[config.mk]
export PLATFORM = sky130hd
export DESIGN_NAME = morse_text_buffer_flat
export DESIGN_NICKNAME = d
export VERILOG_FILES = /design/src/rtl/morse_text_buffer_if.sv /design/src/rtl/morse_text_buffer.sv /design/src/flat_wrapper.sv
export SDC_FILE = /design/constraint.sdc
export NUM_CORES = 1
export LEC_CHECK = 0
export BUFFER_PORTS_ARGS = -buffer_cell sky130_fd_sc_hd__buf_2
export CAP_MARGIN = 20
export CELL_PAD_IN_SITES_DETAIL_PLACEMENT = 1
export CELL_PAD_IN_SITES_GLOBAL_PLACEMENT = 1
export CORE_UTILIZATION = 45
export DETAILED_ROUTE_END_ITERATION = 10
export PLACE_DENSITY_LB_ADDON = 0.1
export SETUP_SLACK_MARGIN = 0.4
export SYNTH_ARGS = -nofsm -noshare
export SYNTH_HDL_FRONTEND = slang
export SYNTH_SLANG_ARGS = --single-unit
[constraint.sdc]
create_clock -name clk -period 6 [get_ports clk]
set_input_delay 0.6 -clock clk [delete_from_list [all_inputs] [get_ports clk]]
set_output_delay 0.6 -clock clk [all_outputs]
set_load 0.1 [all_outputs]
[src/rtl/morse_text_buffer_if.sv]
// Handshake and display bundle between the Morse receive path,
// the text buffer and the screen renderer.
interface morse_text_buffer_if #(
    parameter int DEPTH = 32
);
    localparam int CW = $clog2(DEPTH + 1);
    localparam int PW = $clog2(DEPTH);

    logic                 char_valid;
    logic [7:0]           char_code;
    logic                 word_end;
    logic                 clear;
    logic [0:DEPTH*8-1]   data;
    logic [CW-1:0]        count;
    logic [PW-1:0]        cursor;
    logic                 full;
    logic                 wr_pulse;

    modport master (
        output char_valid, char_code, word_end, clear,
        input  data, count, cursor, full, wr_pulse
    );

    modport slave (
        input  char_valid, char_code, word_end, clear,
        output data, count, cursor, full, wr_pulse
    );
endinterface

[src/rtl/morse_text_buffer.sv]
// Scrolling line buffer of decoded Morse characters with
// word-gap space insertion (no leading or doubled spaces).
module morse_text_buffer #(
    parameter int         DEPTH      = 32,
    parameter logic [7:0] SPACE_CODE = 8'h20,
    parameter logic [7:0] BLANK_CODE = 8'h00
) (
    input logic               clk,
    input logic               reset,
    morse_text_buffer_if.slave bus
);
    localparam int CW = $clog2(DEPTH + 1);
    localparam int PW = $clog2(DEPTH);

    typedef enum logic {IDLE, PEND_SPACE} state_t;

    state_t        state;
    state_t        state_nx;
    logic [7:0]    slots [DEPTH];
    logic [CW-1:0] count;
    logic          last_space;
    logic          wr_pulse;
    logic          wr_en;
    logic [7:0]    wr_code;
    logic          is_full;
    logic          space_ok;

    assign is_full  = (count == CW'(DEPTH));
    assign space_ok = (count != '0) && !last_space;

    always_ff @(posedge clk) begin
        if (reset || bus.clear) begin
            state <= IDLE;
        end else begin
            state <= state_nx;
        end
    end

    // A character arriving while a space is pending goes first;
    // the space waits for the first cycle without a character.
    always_comb begin
        state_nx = state;
        unique case (state)
            IDLE: begin
                if (bus.char_valid && bus.word_end) begin
                    state_nx = PEND_SPACE;
                end
            end
            PEND_SPACE: begin
                if (!bus.char_valid) begin
                    state_nx = IDLE;
                end
            end
        endcase
    end

    always_comb begin
        wr_en   = 1'b0;
        wr_code = bus.char_code;
        if (!bus.clear) begin
            if (bus.char_valid) begin
                wr_en = 1'b1;
            end else if (bus.word_end || state == PEND_SPACE) begin
                wr_en   = space_ok;
                wr_code = SPACE_CODE;
            end
        end
    end

    always_ff @(posedge clk) begin
        if (reset || bus.clear) begin
            for (int i = 0; i < DEPTH; i++) begin
                slots[i] <= BLANK_CODE;
            end
            count      <= '0;
            last_space <= 1'b0;
        end else if (wr_en) begin
            if (is_full) begin
                for (int i = 0; i < DEPTH - 1; i++) begin
                    slots[i] <= slots[i+1];
                end
                slots[DEPTH-1] <= wr_code;
            end else begin
                slots[count[PW-1:0]] <= wr_code;
                count                <= count + 1'b1;
            end
            last_space <= (wr_code == SPACE_CODE);
        end
    end

    always_ff @(posedge clk) begin
        if (reset) begin
            wr_pulse <= 1'b0;
        end else begin
            wr_pulse <= wr_en;
        end
    end

    for (genvar g = 0; g < DEPTH; g++) begin : g_data
        assign bus.data[8*g +: 8] = slots[g];
    end

    assign bus.count    = count;
    assign bus.cursor   = is_full ? PW'(DEPTH - 1) : count[PW-1:0];
    assign bus.full     = is_full;
    assign bus.wr_pulse = wr_pulse;
endmodule

[src/flat_wrapper.sv]
// flat-port wrapper written by rule: the top's interface ports become plain ports
module morse_text_buffer_flat 
#(
    parameter int         DEPTH      = 32,
    parameter logic [7:0] SPACE_CODE = 8'h20,
    parameter logic [7:0] BLANK_CODE = 8'h00
)
  (clk, reset, bus_char_valid, bus_char_code, bus_word_end, bus_clear, bus_data, bus_count, bus_cursor, bus_full, bus_wr_pulse);
  morse_text_buffer_if #(.DEPTH(DEPTH)) bus_i ();
  input logic clk;
  input logic reset;
  input wire logic [$bits(bus_i.char_valid)-1:0] bus_char_valid;
  input wire logic [$bits(bus_i.char_code)-1:0] bus_char_code;
  input wire logic [$bits(bus_i.word_end)-1:0] bus_word_end;
  input wire logic [$bits(bus_i.clear)-1:0] bus_clear;
  output wire logic [$bits(bus_i.data)-1:0] bus_data;
  output wire logic [$bits(bus_i.count)-1:0] bus_count;
  output wire logic [$bits(bus_i.cursor)-1:0] bus_cursor;
  output wire logic [$bits(bus_i.full)-1:0] bus_full;
  output wire logic [$bits(bus_i.wr_pulse)-1:0] bus_wr_pulse;
  assign bus_i.char_valid = bus_char_valid;
  assign bus_i.char_code = bus_char_code;
  assign bus_i.word_end = bus_word_end;
  assign bus_i.clear = bus_clear;
  assign bus_data = bus_i.data;
  assign bus_count = bus_i.count;
  assign bus_cursor = bus_i.cursor;
  assign bus_full = bus_i.full;
  assign bus_wr_pulse = bus_i.wr_pulse;
  morse_text_buffer #(.DEPTH(DEPTH), .SPACE_CODE(SPACE_CODE), .BLANK_CODE(BLANK_CODE)) u_core (.clk(clk), .reset(reset), .bus(bus_i));
endmodule
==> results.md, run 1 <==
- Status: completed
- Setup CP Type: reg -> reg
- IO Port Bufs: 281
- # setup viols final: 0
- Combinational power share: between 10% and 20%
- Number of remaining DRC errors: 0
- First-pass GRT wire length: between 50 and 60 mm
- Worst-margin pin slew: 1.107 ns
- Setup bufs post-CTS: 0
- Post-Syn Area: 0.01166 mm^2
- Hold crit path type: in -> reg
- Yosys warns: 0
- Sink Count: ~270
- Seq cells post-synth: between 200 and 300
- Total wire length: 38.49 mm
- GRT Total Usage: between 20% and 30%
- Slew headroom: 25.86%
- CTS root buffer: clkbuf_16
- Fin Setup TNS: 0 ns
- Starting density of the core: 46.04%
- Avg Cell Area, Syn: 11.64 um^2
- Vias: slightly above 9000
- Clock group share of total power: 38.1%
- Post-CTS sizing: 0
- Clk slew on worst S/H paths: approximately 0.060 ns
- Crit start category: flip-flop
- TritonCTS clock tree: done
- Pin count of the biggest net entering global routing: 108
- Max frequency: 300.1 MHz
- Die Wd: approximately 160 um
- Seq/Total Area, Yosys: 67.47%
- Drt wl/cell: ~24 um
- Die footprint: 0.02656 mm^2
- Dpl hpwl: 25.90 mm
- CTS Buffer Depth: 3
- Pwr Density: around 350 mW/mm^2
- CTS buffer count: 29
- GPL Wtd Cong: 0.8150
- Initial antenna violation count: 2
- Maxcap violations: 0
- Share of power burned in registers: a little over two fifths
- Area of the core: 0.02533 mm^2
- NumNets Final: roughly 1300
- Synth Instances: ~1000
- Design Power: a little over 5 mW
- Internal power: approximately 3.4 mW
- Final Hold Viols: 0
- Final period util: a little under three fifths
- Crit path max fanout: 12
- Crit. End Element: flip-flop
- Final ANT Viol Nets: 0
- Area delta synth->final: 23.69%
- Routed vias/inst: 5.753
- Initial drt markers: 745
- P_leak: 6.113 nW
- Switching power: 1.684 mW
- DRT Pass-1 Iters: 5
- Synthesized net count: 1019
- Worst VDD drop: 0.1860 mV
- RSZ-0062 raised after global routing: no
- Period minus WS final: 3.332 ns
- Hold-fix buffers, CTS: 0
- Share of cells above drive strength 1: about 31%
- Grt total ovfl: 0
- Die H: 163.0 um
- Total I/O pin count: 282
- Required @ worst endpoint: 6.20 ns
- Worst endpoint data arrival time: 3.53 ns
- Post-synth cell types: 45
- Setup Skew: 0.007195 ns
- Sw Ratio: 33.01%
- Slew Limit Fails: 0
- CTS H-tree depth: 1
- Number of cell rows: 58
- Vias in the first global route: 9308
- Finished Core Util: 56.95%
- Clk_lat worst skew: 0.54 ns
-- stage by stage --
| step | setup slack (ns) | instance area [um^2] | instances | hold WS (ns) |
|---|---|---|---|---|
| 6_report | 2.668 | 14420 | 1617 | 0.4614 |
| 5_1_grt | 2.496 | 14420 | 1617 | 0.4753 |
| 4_1_cts | 2.672 | 14290 | 1598 | 0.4534 |
| 3_5_place_dp | 2.667 | 13240 | 1545 | 0.4929 |
| 3_3_place_gp | 2.002 | 13230 | 1544 | 0.4849 |
| 2_1_floorplan | 2.152 | 11660 | 1002 | 0.4731 |
-- metal layers --
metal,vias to the layer above,global-route usage (%),part of all wire (%)
met5,-,0,0.021
met4,2,9.218,2.9
met3,79,5.348,7.2
met1,4665,36.29,39
li1,4178,-,-
met2,379,50.04,51
-- synthesized netlist by cell type, drive strengths merged --
cell     number  area [um^2]
a2bb2oi       1        8.760
edfxtp      256         7687
and3b         2        17.52
inv           4        15.01
o21ba         1        10.01
ha            4        50.05
nor4b         2        17.52
nand3        79        400.4
a211oi        1        7.510
nor3b         7        85.08
nor4          1        6.260
nor2b         2        12.51
buf          34        206.5
mux2i        33        330.3
o32ai         1        27.53
nor3          1        10.01
xor2          3        26.28
a21oi         4        20.02
o2111ai       5        43.79
or3           1        6.260
nor2         22        85.09
o211ai        7        57.55
a22oi         1        7.510
clkbuf       47        186.4
o2111a        1        11.26
xnor2         1        8.760
nand4         3        25.02
nand2b        1        6.260
nand2       211        792.0
dfxtp         9        180.2
or2          17        106.4
o21ai       237         1186
and3          2        12.51
a21o          1        7.510
-- layout make-up --
class / instances / area [um^2]
clock inverters: 19 / 262.8
flip-flops and latches: 265 / 7868
diodes: 1 / 2.502
inverters: 4 / 15.01
clock buffers: 34 / 784.5
well taps: 330 / 412.9
fillers: 2768 / 10900
multi-input cells: 652 / 3447
repair buffers: 312 / 1632
-- sequential cells by signal, summed over array words and instances (netlist names) --
register and cells:
u_core.slots 256, u_core.bus.count 6, u_core.bus.wr_pulse 1, u_core.last_space 1
u_core.state 1
-- power groups by stage --
stage               clock [mW]  sequential, mW  combinational [mW]
floorplan                    0            2.88               0.123
global placement             0            2.22               0.955
detailed placement           0            2.22               0.964
CTS                       1.96            2.19               0.965
global route              2.03            2.20               0.992
finish                    1.94            2.19               0.969
-- cells by family (layout without fill, tap and decap cells) --
group / count (synthesis) / after routing / share of synthesized area [%]
flip-flops: 265 / 265 / 67.47
buffers and inverters: 85 / 369 / 3.498
multiplexers: 33 / 33 / 2.833
XOR/XNOR: 4 / 4 / 0.3005
AO/OA/AOI/OAI: 260 / 260 / 11.90
AND/OR/NAND/NOR: 351 / 351 / 13.57
adder cells (fa/ha/maj): 4 / 4 / 0.4292
other: 0 / 1 / 0
-- final timing paths --
| path | startpoint | to | slack, ns | cells past startpoint |
|---|---|---|---|---|
| worst max-delay path | u_core.bus.count[0] | u_core.slots[29][6] | 2.67 | 6 |
| worst min-delay path | bus_word_end | u_core.state | 0.46 | 3 |
| worst max register to register | u_core.bus.count[0] | u_core.slots[29][6] | 2.67 | 6 |
| worst min register to register | u_core.last_space | u_core.last_space | 0.49 | 2 |
-- cells in the final DEF, fill, tap and decap left out, drive strengths merged, types with 2 or more instances in the layout --
cell	instances
nor3b	7
dfxtp	9
and3	2
nor2	22
or2	17
nor2b	2
edfxtp	256
clkinv	10
clkbuf	38
bufinv	6
and3b	2
nand3	79
ha	4
o21ai	237
clkinvlp	3
xor2	3
o211ai	7
nor4b	2
buf	308
o2111ai	5
inv	4
a21oi	4
nand2	211
nand4	3
mux2i	33
-- critical path, cell delays in order, from the launching register on --
cell,delay [ns]
dfxtp_1,0.45
inv_1,0.13
ha_1,0.29
nor4b_1,0.20
a2bb2oi_2,0.73
nand3_1,0.64
nand2_1,0.55
No activity file was read; power rests on OpenSTA's default activity.
==> run 2, diff against run 1 <==
--- a/config.mk
+++ b/config.mk
@@ -9,7 +9,7 @@
 export CAP_MARGIN = 20
 export CELL_PAD_IN_SITES_DETAIL_PLACEMENT = 1
 export CELL_PAD_IN_SITES_GLOBAL_PLACEMENT = 1
-export CORE_UTILIZATION = 45
+export CORE_UTILIZATION = 42
 export DETAILED_ROUTE_END_ITERATION = 10
 export PLACE_DENSITY_LB_ADDON = 0.1
 export SETUP_SLACK_MARGIN = 0.4
==> constraint.sdc (replaced) <==
create_clock -name clk -period 3.1 [get_ports clk]
set_input_delay 0.31 -clock clk [delete_from_list [all_inputs] [get_ports clk]]
set_output_delay 0.31 -clock clk [all_outputs]
set_load 0.1 [all_outputs]
==> run 2 against run 1 <==
Net effect: non-clock buffer count stayed put; die area is 7.1% higher; first-iteration DRC count is 8.6% lower; count of clock-buffer cells in the layout is 3 higher; via count is 0.24% higher; sequential power is 94% higher; largest cell class unchanged; largest power group unchanged; critical path depth is 3 higher; highest routed layer is now met4; total power is 87% higher; maximum frequency is 28% higher.
==> results.md, run 2 (synthesis gave the netlist of run 1 again) <==
- RSZ-0062 raised after global routing: no
- Share of cells above drive strength 1: about a third
- Cell family with most CP delay: buffers and inverters
- Max reg flops: 256
- Reg2reg end: u_core.slots[8][4]
- NumNets Final: approximately 1300
- Number of cell rows: 60
- Maxcap violations: 0
- Worst-margin pin slew: 1.052 ns
- Slew Limit Fails: 0
- Final Hold Viols: 0
- Initial antenna violation count: 1
- Commonest non-fill, non-tap cell in the layout: buf_2
- Met3 Use GR: 5.962%
- Total wire length: 39.75 mm
- Most used cell, CP: buf_4
- Max frequency: 384.7 MHz
- Crit. End Element: flip-flop
- Drt wl/cell: 23.99 um
- Area delta synth->final: 24.47%
- Worst endpoint data arrival time: 2.83 ns
- Worst hold slack: around 0.18 ns
- TritonCTS clock tree: done
- Pin count of the biggest net entering global routing: 81
- GRT Total Usage: a little over a quarter
- Status: completed
- Sink Count: 265
- Reg2reg start: u_core.bus.count[0]
- # setup viols final: 0
- Routed vias/inst: 5.628
- Share of power burned in registers: around 45%
- Reg2Reg Depth: 9
- DRT Pass-1 Iters: 5
- Hold-fix buffers, CTS: 0
- GPL Wtd Cong: 0.8025
- Largest Register: u_core.slots
- Grt total ovfl: 0
- Clk slew on worst S/H paths: ~0.06 ns
- N_diodes: 0
- Grt met1 use: 35.09%
- Crit start category: flip-flop
- Final period util: 83.85%
- Die Wd: 168.6 um
- Period minus WS final: between 2 and 3 ns
- Crit path max fanout: 13
- Met2 Resource Use GR: 45.70%
- Gr busiest metal: met2
- P_leak: a little over 6 nW
- CTS Buffer Depth: 3
- Slowest cell on crit path: a21oi_4
- Largest stage delay on the critical path: between 0.4 and 0.5 ns
- CTS root buffer: clkbuf_16
- Clock group share of total power: 35.7%
- Switching power: 3.260 mW
- Cell count along the critical path: 9
- Total I/O pin count: 282
- Fin Setup TNS: 0 ns
- CTS buffer count: 29
- Combinational power share: 19.8%
- Final ANT Viol Nets: 0
- Sw Ratio: 34.18%
- Internal power: 6.279 mW
- First-pass GRT wire length: 57.58 mm
- Crit path from: u_core.bus.count[0]
- Most frequent cells in the layout: buf_2, edfxtp_1, o21ai_0
- Top Registers: u_core.slots (256), u_core.bus.count (6)
- Clk_lat worst skew: between 0.5 and 0.6 ns
- Required @ worst endpoint: 3.33 ns
- Pwr Density: 657.2 mW/mm^2
- R2R Setup Slk: between 0.5 and 0.6 ns
- Die H: 168.6 um
- Vias: 9325
- Setup Skew: between 0.01 and 0.015 ns
- Hold crit path type: in -> reg
- Starting density of the core: 43.03%
- Die footprint: 0.02843 mm^2
- CTS H-tree depth: 1
- WP buf/inv: 4
- Worst VDD drop: 0.3668 mV
- IO Port Bufs: 281
- Initial drt markers: 681
- Area of the core: 0.02710 mm^2
- Slew headroom: 29.57%
- Crit path to: u_core.slots[8][4]
- Vias in the first global route: 9225
- Dpl hpwl: between 20 and 30 mm
- CP cell instances: inv_2 -> ha_1 -> nand2_1 -> nor3_4 -> buf_12 -> buf_4 -> a21oi_4 -> buf_4 -> o21ai_2
- Number of remaining DRC errors: 0
- Setup CP Type: reg -> reg
run 2: cell count changes in the layout (fill, tap and decap cells not counted), sizes merged:
cell      delta
clkbuf       -1
clkinvlp     +1
bufinv       -3
buf          +4
diode        -1
inv          +1
clkinv       -3
run 2: area by class of cell:
type | instances | area [um^2]
clock buffer | 37 | 755.7
fill | 2919 | 12590
sequential | 265 | 7879
multi-input combinational | 652 | 3552
clock inverter | 15 | 158.9
timing repair buffer | 312 | 1689
inverter | 4 | 15.01
tap | 372 | 465.4
run 2: power by group through the flow:
stage / Clock [mW] / Combinational [mW] / Sequential, mW
6_report: 3.41 / 1.89 / 4.24
2_1_floorplan: 0 / 0.254 / 5.57
3_5_place_dp: 0 / 1.89 / 4.31
4_1_cts: 3.45 / 1.89 / 4.24
3_3_place_gp: 0 / 1.88 / 4.32
5_1_grt: 3.56 / 1.93 / 4.26
run 2: tightest hold or removal path, stage by stage:
cell	delay, ns
buf_2	0.10
or2_2	0.13
and3_1	0.15
run 2: per-stage QoR:
stage / cells / setup slack [ns] / util [%] / cell area (um^2) / total power [mW]
after global placement: 1599 / 0.4488 / 49.88 / 13520 / 6.194
after global routing: 1657 / 0.4014 / 53.56 / 14520 / 9.753
after detailed placement: 1599 / 0.3817 / 49.88 / 13520 / 6.203
after floorplan: 1002 / 0.3752 / - / 11790 / 5.823
after CTS: 1651 / 0.3914 / 53.35 / 14460 / 9.584
final: 1657 / 0.5006 / 53.56 / 14520 / 9.539
run 2: worst min-delay path by stage:
stage | start | end | slack [ns] | cells past startpoint
5_1_grt | bus_word_end | u_core.state | 0.17 | 3
3_5_place_dp | u_core.last_space | u_core.last_space | 0.50 | 2
4_1_cts | bus_word_end | u_core.state | 0.16 | 3
3_3_place_gp | u_core.last_space | u_core.last_space | 0.49 | 2
2_1_floorplan | u_core.last_space | u_core.last_space | 0.47 | 2
6_report | bus_word_end | u_core.state | 0.18 | 3
run 2: per-layer routing:
metal / routed length, um / share of wire [%]
met1: 16210 / 41
met4: 1266 / 3.2
met2: 19130 / 48
met5: 0 / 0
met3: 3146 / 7.9
run 2: what timing repair did:
action / CTS / global route
gates resized for setup: 7 / 0
pin swaps: 0 / 2
buffers inserted: 0 / 2
setup endpoints to repair: 21 / 5
